--- config.mk ---
export PLATFORM = sky130hd
export DESIGN_NAME = fsm_sym_track
export DESIGN_NICKNAME = d
export VERILOG_FILES = /design/src/rtl/fsm_sym_pkg.sv /design/src/rtl/fsm_sym_qual.sv /design/src/rtl/fsm_sym_track.sv
export SDC_FILE = /design/constraint.sdc
export NUM_CORES = 1
export LEC_CHECK = 0
export BUFFER_PORTS_ARGS = -buffer_cell sky130_fd_sc_hd__buf_2
export CORE_MARGIN = 3
export CORE_UTILIZATION = 48
export CTS_BUF_LIST = sky130_fd_sc_hd__clkbuf_2 sky130_fd_sc_hd__clkbuf_4 sky130_fd_sc_hd__clkbuf_8
export DETAILED_ROUTE_END_ITERATION = 6
export PLACE_DENSITY = 0.77
export SLEW_MARGIN = 20
export SYNTH_ARGS = -nofsm -noshare
export SYNTH_HDL_FRONTEND = slang
export SYNTH_SLANG_ARGS = --single-unit
--- constraint.sdc ---
create_clock -name clk -period 1.85 [get_ports clk]
set_clock_uncertainty 0.05 [all_clocks]
set_input_delay 0.2775 -clock clk [delete_from_list [all_inputs] [get_ports clk]]
set_output_delay 0.2775 -clock clk [all_outputs]
set_load 0.05 [all_outputs]
--- src/rtl/fsm_sym_pkg.sv ---
// Shared definitions for the fsm_sym_track block: control-state encoding,
// default widths and the width of the optional transition counter.
package fsm_sym_pkg;

  typedef enum logic [1:0] {
    CTL_INIT  = 2'b00,  // no symbol accepted since reset
    CTL_TRACK = 2'b01,  // state valid, input matches state
    CTL_QUAL  = 2'b10   // state valid, a different candidate is being qualified
  } ctl_e;

  localparam int W_DEF       = 2;
  localparam int DW_DEF      = 8;
  localparam int TRANS_CNT_W = 16;

  // Width needed to hold a qualification count in 0..stable.
  function automatic int qcnt_width(input int stable);
    if (stable < 1) begin
      return 1;
    end else begin
      return $clog2(stable + 1);
    end
  endfunction

endpackage

--- src/rtl/fsm_sym_qual.sv ---
// Glitch-rejection qualifier for fsm_sym_track. Owns the control FSM and the
// candidate/run-length pair; raises a one-cycle accept strobe when the
// candidate has been seen on STABLE consecutive enabled samples.
module fsm_sym_qual
  import fsm_sym_pkg::*;
#(
  parameter int W      = W_DEF,
  parameter int STABLE = 1
) (
  input  logic         clk,
  input  logic         rst,
  input  logic         en,
  input  logic [W-1:0] sym_in,
  input  logic [W-1:0] state,
  input  logic         state_vld,
  output logic         accept,
  output logic [W-1:0] acc_sym
);

  localparam int              QW       = qcnt_width(STABLE);
  localparam logic [QW-1:0]   STABLE_Q = QW'(STABLE);

  ctl_e          ctl_r;
  ctl_e          ctl_nxt_s;
  logic [W-1:0]  cand_r;
  logic [W-1:0]  cand_nxt_s;
  logic [QW-1:0] qcnt_r;
  logic [QW-1:0] qcnt_nxt_s;
  logic [QW-1:0] k_s;
  logic          qualify_s;

  // The accepted symbol is always the sample on the accepting edge.
  assign acc_sym = sym_in;

  // Run length including the current sample: extends the run or restarts at 1.
  always_comb begin
    if (sym_in == cand_r) begin
      k_s = qcnt_r + QW'(1);
    end else begin
      k_s = QW'(1);
    end
  end

  // Next-state logic: decide whether this edge qualifies, aborts or holds.
  always_comb begin
    ctl_nxt_s  = ctl_r;
    cand_nxt_s = cand_r;
    qcnt_nxt_s = qcnt_r;
    accept     = 1'b0;
    qualify_s  = 1'b0;

    if (en) begin
      case (ctl_r)
        CTL_INIT: begin
          qualify_s = 1'b1;
        end
        CTL_TRACK: begin
          if (sym_in != state) begin
            qualify_s = 1'b1;
          end else begin
            ctl_nxt_s = CTL_TRACK;
          end
        end
        CTL_QUAL: begin
          if (sym_in == state) begin
            // Input fell back to the held symbol: drop the candidate run.
            ctl_nxt_s  = CTL_TRACK;
            qcnt_nxt_s = {QW{1'b0}};
          end else begin
            qualify_s = 1'b1;
          end
        end
        default: begin
          // Unused encoding: restart cleanly.
          ctl_nxt_s  = CTL_INIT;
          qcnt_nxt_s = {QW{1'b0}};
        end
      endcase
    end else begin
      ctl_nxt_s = ctl_r;
    end

    if (qualify_s) begin
      cand_nxt_s = sym_in;
      if (k_s == STABLE_Q) begin
        accept     = 1'b1;
        ctl_nxt_s  = CTL_TRACK;
        qcnt_nxt_s = {QW{1'b0}};
      end else begin
        qcnt_nxt_s = k_s;
        ctl_nxt_s  = state_vld ? CTL_QUAL : CTL_INIT;
      end
    end else begin
      accept = 1'b0;
    end
  end

  // Control state, candidate and run-length registers.
  always_ff @(posedge clk or posedge rst) begin
    if (rst) begin
      ctl_r  <= CTL_INIT;
      cand_r <= {W{1'b0}};
      qcnt_r <= {QW{1'b0}};
    end else begin
      ctl_r  <= ctl_nxt_s;
      cand_r <= cand_nxt_s;
      qcnt_r <= qcnt_nxt_s;
    end
  end

endmodule

--- src/rtl/fsm_sym_track.sv ---
// Qualified symbol tracker: holds the last accepted W-bit symbol, the one
// before it, a change pulse and a saturating dwell counter.
// Optional: define FSM_SYM_TRACK_TRANS_CNT_EN to add the 16-bit trans_cnt
// output counting accepted changes (wraps).
module fsm_sym_track
  import fsm_sym_pkg::*;
#(
  parameter int W      = W_DEF,
  parameter int STABLE = 1,
  parameter int DW     = DW_DEF
) (
  input  logic          clk,
  input  logic          rst,
  input  logic          en,
  input  logic [W-1:0]  sym_in,
  output logic [W-1:0]  state,
  output logic [W-1:0]  prev_state,
  output logic          state_vld,
  output logic          chg_pulse,
  output logic [DW-1:0] dwell,
  output logic          dwell_sat
`ifdef FSM_SYM_TRACK_TRANS_CNT_EN
  ,
  output logic [TRANS_CNT_W-1:0] trans_cnt
`endif
);

  localparam logic [DW-1:0] DWELL_MAX = {DW{1'b1}};

  logic          accept_s;
  logic [W-1:0]  acc_sym_s;
  logic [W-1:0]  state_nxt_s;
  logic [W-1:0]  prev_nxt_s;
  logic          vld_nxt_s;
  logic          chg_nxt_s;
  logic [DW-1:0] dwell_nxt_s;
  logic          sat_nxt_s;

  fsm_sym_qual #(
    .W      (W),
    .STABLE (STABLE)
  ) u_qual (
    .clk       (clk),
    .rst       (rst),
    .en        (en),
    .sym_in    (sym_in),
    .state     (state),
    .state_vld (state_vld),
    .accept    (accept_s),
    .acc_sym   (acc_sym_s)
  );

  // Output next-values: accept loads the symbol and restarts dwell; otherwise
  // dwell counts enabled cycles while a state is held, stopping at all-ones.
  always_comb begin
    state_nxt_s = state;
    prev_nxt_s  = prev_state;
    vld_nxt_s   = state_vld;
    chg_nxt_s   = 1'b0;
    dwell_nxt_s = dwell;

    if (accept_s) begin
      state_nxt_s = acc_sym_s;
      dwell_nxt_s = {DW{1'b0}};
      if (state_vld) begin
        prev_nxt_s = state;
        chg_nxt_s  = 1'b1;
      end else begin
        vld_nxt_s = 1'b1;
      end
    end else if (en && state_vld) begin
      if (dwell != DWELL_MAX) begin
        dwell_nxt_s = dwell + DW'(1);
      end else begin
        dwell_nxt_s = dwell;
      end
    end else begin
      dwell_nxt_s = dwell;
    end

    sat_nxt_s = (dwell_nxt_s == DWELL_MAX);
  end

  // Registered outputs.
  always_ff @(posedge clk or posedge rst) begin
    if (rst) begin
      state      <= {W{1'b0}};
      prev_state <= {W{1'b0}};
      state_vld  <= 1'b0;
      chg_pulse  <= 1'b0;
      dwell      <= {DW{1'b0}};
      dwell_sat  <= 1'b0;
    end else begin
      state      <= state_nxt_s;
      prev_state <= prev_nxt_s;
      state_vld  <= vld_nxt_s;
      chg_pulse  <= chg_nxt_s;
      dwell      <= dwell_nxt_s;
      dwell_sat  <= sat_nxt_s;
    end
  end

`ifdef FSM_SYM_TRACK_TRANS_CNT_EN
  // Count accepted changes (the same events that raise chg_pulse).
  always_ff @(posedge clk or posedge rst) begin
    if (rst) begin
      trans_cnt <= {TRANS_CNT_W{1'b0}};
    end else if (accept_s && state_vld) begin
      trans_cnt <= trans_cnt + TRANS_CNT_W'(1);
    end else begin
      trans_cnt <= trans_cnt;
    end
  end
`endif

endmodule

==> metrics.cfg <==
[timing]
rsz0062_at_grt=no
setup_viol_count_final=0
tightest_slew_ns=0.596
timing.setup.tns_ns=0
final.min_clock_period_ns=1.69
whs_ns=-0.0240
hold_violations=16
report.final.slew_viol_count=0
relSlewSlack_pct=60.2
setup_ws_ns=0.164
period_share_pct=91.1
clock.fmax_ghz=0.593

[detailed_routing]
vias_per_cell=6.14
wire_per_inst_um=15.6
firstDrtPassIters=5
wl_mm=1.80
vias=706
drc=0
drtIter0Drc=22
antenna_left=0

[finish]
final_cell_mix=buf_2, dfrtp_1, nor2_1
final_common_cell=buf_2
fin_area_um2=1020
syn_to_final_growth_pct=25.9
seq_area_um2=407
fillerInstances=119
multi_input_area_um2=423
nNetsFinal=106
layout-drive-gt1-share_pct=50.5
antenna_cells=0

[setup_path]
startpoint_type=flop
worstPathArrival_ns=1.84
worstRegToRegCells=5
r2r-start=dwell[0]$_DFF_PP0_
critPathRequiredTime_ns=2.00
critical_path_class=reg2reg
rr_endpoint=dwell_sat$_DFF_PP0_
worstPathMaxFanout=5
reg2reg_slack_ns=0.16
crit_path_end_kind=flop

[floorplanning]
die_area_um2=2220
start_util_pct=52.7
rows=14
die_w_um=47.1
core_um2=1540
pin_count=20
die_h_um=47.1

[clock_tree]
cts_made_buffers=3
root_buffer=clkbuf_4
cts_buffer_depth=2
clock_latency_ns=0.30
clk_pin_slew_worst_paths_ns=0.10
ctsHoldBuffers=0
clock-sinks=16
cts_max_level=1
cts_tree=done

[synthesis]
synth_edf_count=0
ys_async_sr_fraction_pct=100
ys.flop_type=dfrtp_1
synthTopCellsByArea=dfrtp_1, mux2_2, xor2_1
synth_largest_area_cell=dfrtp_1
syn_area_um2=812
yosysWarningCount=0
synth-seq-cells=16
yosysTopAreaCellShare_pct=49.3
postSynthCellCount=73
yosysSeqAreaShare_pct=49.3
synth_cell_types=30
synth.avg_cell_area_um2=11.1
synth.net_count=79

[global_routing]
grt_pass1_vias=631
grt_first_pass_wirelength_mm=2.73
antenna_found_initial=0
grt_max_degree=17
track_usage_pct=18.7
grt_overflow=0

[run]
cap_violations=0

[power]
ir_drop_mv=0.622
power.density_nw_per_um2=924
p_leak_uw=0.000441

[place]
pre_cts_ws_ns=0.114
dp_hpwl_mm=1.26
dpl_cell_area_um2=937
port_buffers=19
gp_congestion=0.881

[min_path]
hold_class=in2async

[run_status]
violations=hold timing
status=finished, violations left

## layout make-up
type	instances	share of cell area, %
flip-flops and latches	16	39.8
inverters	3	1.10
repair buffers	23	12.2
multi-input cells	53	41.4
well taps	16	1.96
clock buffers	4	3.55
## worst max-delay path: stages, from the launching register on
cell	delay, ns
dfrtp_2	0.44
ha_2	0.22
nand2_2	0.13
o21ai_4	0.09
or3b_1	0.37
a2111oi_2	0.29
## stage by stage
step	hold WS (ns)	instances	utilization, %	power [uW]
after floorplan	0.141	73	-	619
after global placement	0.328	108	60.8	680
after detailed placement	0.327	108	60.8	683
after CTS	0.00568	112	63.1	918
after global routing	0.0124	115	66.3	987
final	-0.0240	115	66.3	944
## synthesized netlist by cell type, drive strengths merged (2+ instances only)
library cell,instances
or2,3
a31oi,3
xor2,4
nor2,7
inv,3
nand3,4
nand2,4
nand4,2
mux2,4
dfrtp,16
o21ai,3
nor3,2
xnor2,3
## worst max-delay path by stage
stage / start / endpoint / slack, ns / cells past startpoint
floorplan: u_qual.cand_r[1]$_DFFE_PP0P_ / dwell_sat$_DFF_PP0_ / 0.03 / 5
global placement: dwell[0]$_DFF_PP0_ / dwell_sat$_DFF_PP0_ / 0.14 / 5
detailed placement: dwell[0]$_DFF_PP0_ / dwell_sat$_DFF_PP0_ / 0.11 / 5
CTS: dwell[0]$_DFF_PP0_ / dwell_sat$_DFF_PP0_ / 0.09 / 5
global route: u_qual.cand_r[1]$_DFFE_PP0P_ / dwell_sat$_DFF_PP0_ / 0.007 / 5
finish: dwell[0]$_DFF_PP0_ / dwell_sat$_DFF_PP0_ / 0.16 / 5
## kinds of logic (layout without fill, tap and decap cells)
logic type                 after synthesis  in the layout  share of synthesized area, %
muxes                                    5              5                          6.78
DFF                                     16             16                          49.3
and+or+nand+nor                         26             26                          18.2
adders and majority gates                1              1                          1.54
xor gates and xnor gates                 7              7                          7.55
AOI/OAI and AO/OA                       14             14                          13.9
buffers and inverters                    4             30                          2.77
## flip-flops by register name, summed over array words and instances, names as in the netlist
name and cells:
chg_pulse 1, dwell 8, dwell_sat 1, prev_state 2, state_vld 1, u_qual.cand_r 2, u_qual.ctl_r 1
## what timing repair did
| action | 4_1_cts | 5_1_grt |
|---|---|---|
| endpoints found under the hold margin | 0 | 0 |
| gates resized for setup | 0 | 5 |
| endpoints found under the setup margin | 0 | 1 |
| setup buffers | 0 | 3 |
## report_power, final
| part | total, uW | switching [uW] | internal [uW] |
|---|---|---|---|
| combinational | 286 | 195 | 91.7 |
| sequential | 416 | 31.1 | 385 |
| clock | 242 | 122 | 120 |
## per-layer routing
layer	part of all wire, %	track usage, %	routed length [um]
met1	41	21.4	734
met4	3.5	13.8	63
met3	7.9	6.51	142
met2	48	28.7	857
met5	0	0	0
Note: power is estimated with default switching activity, not from simulation.
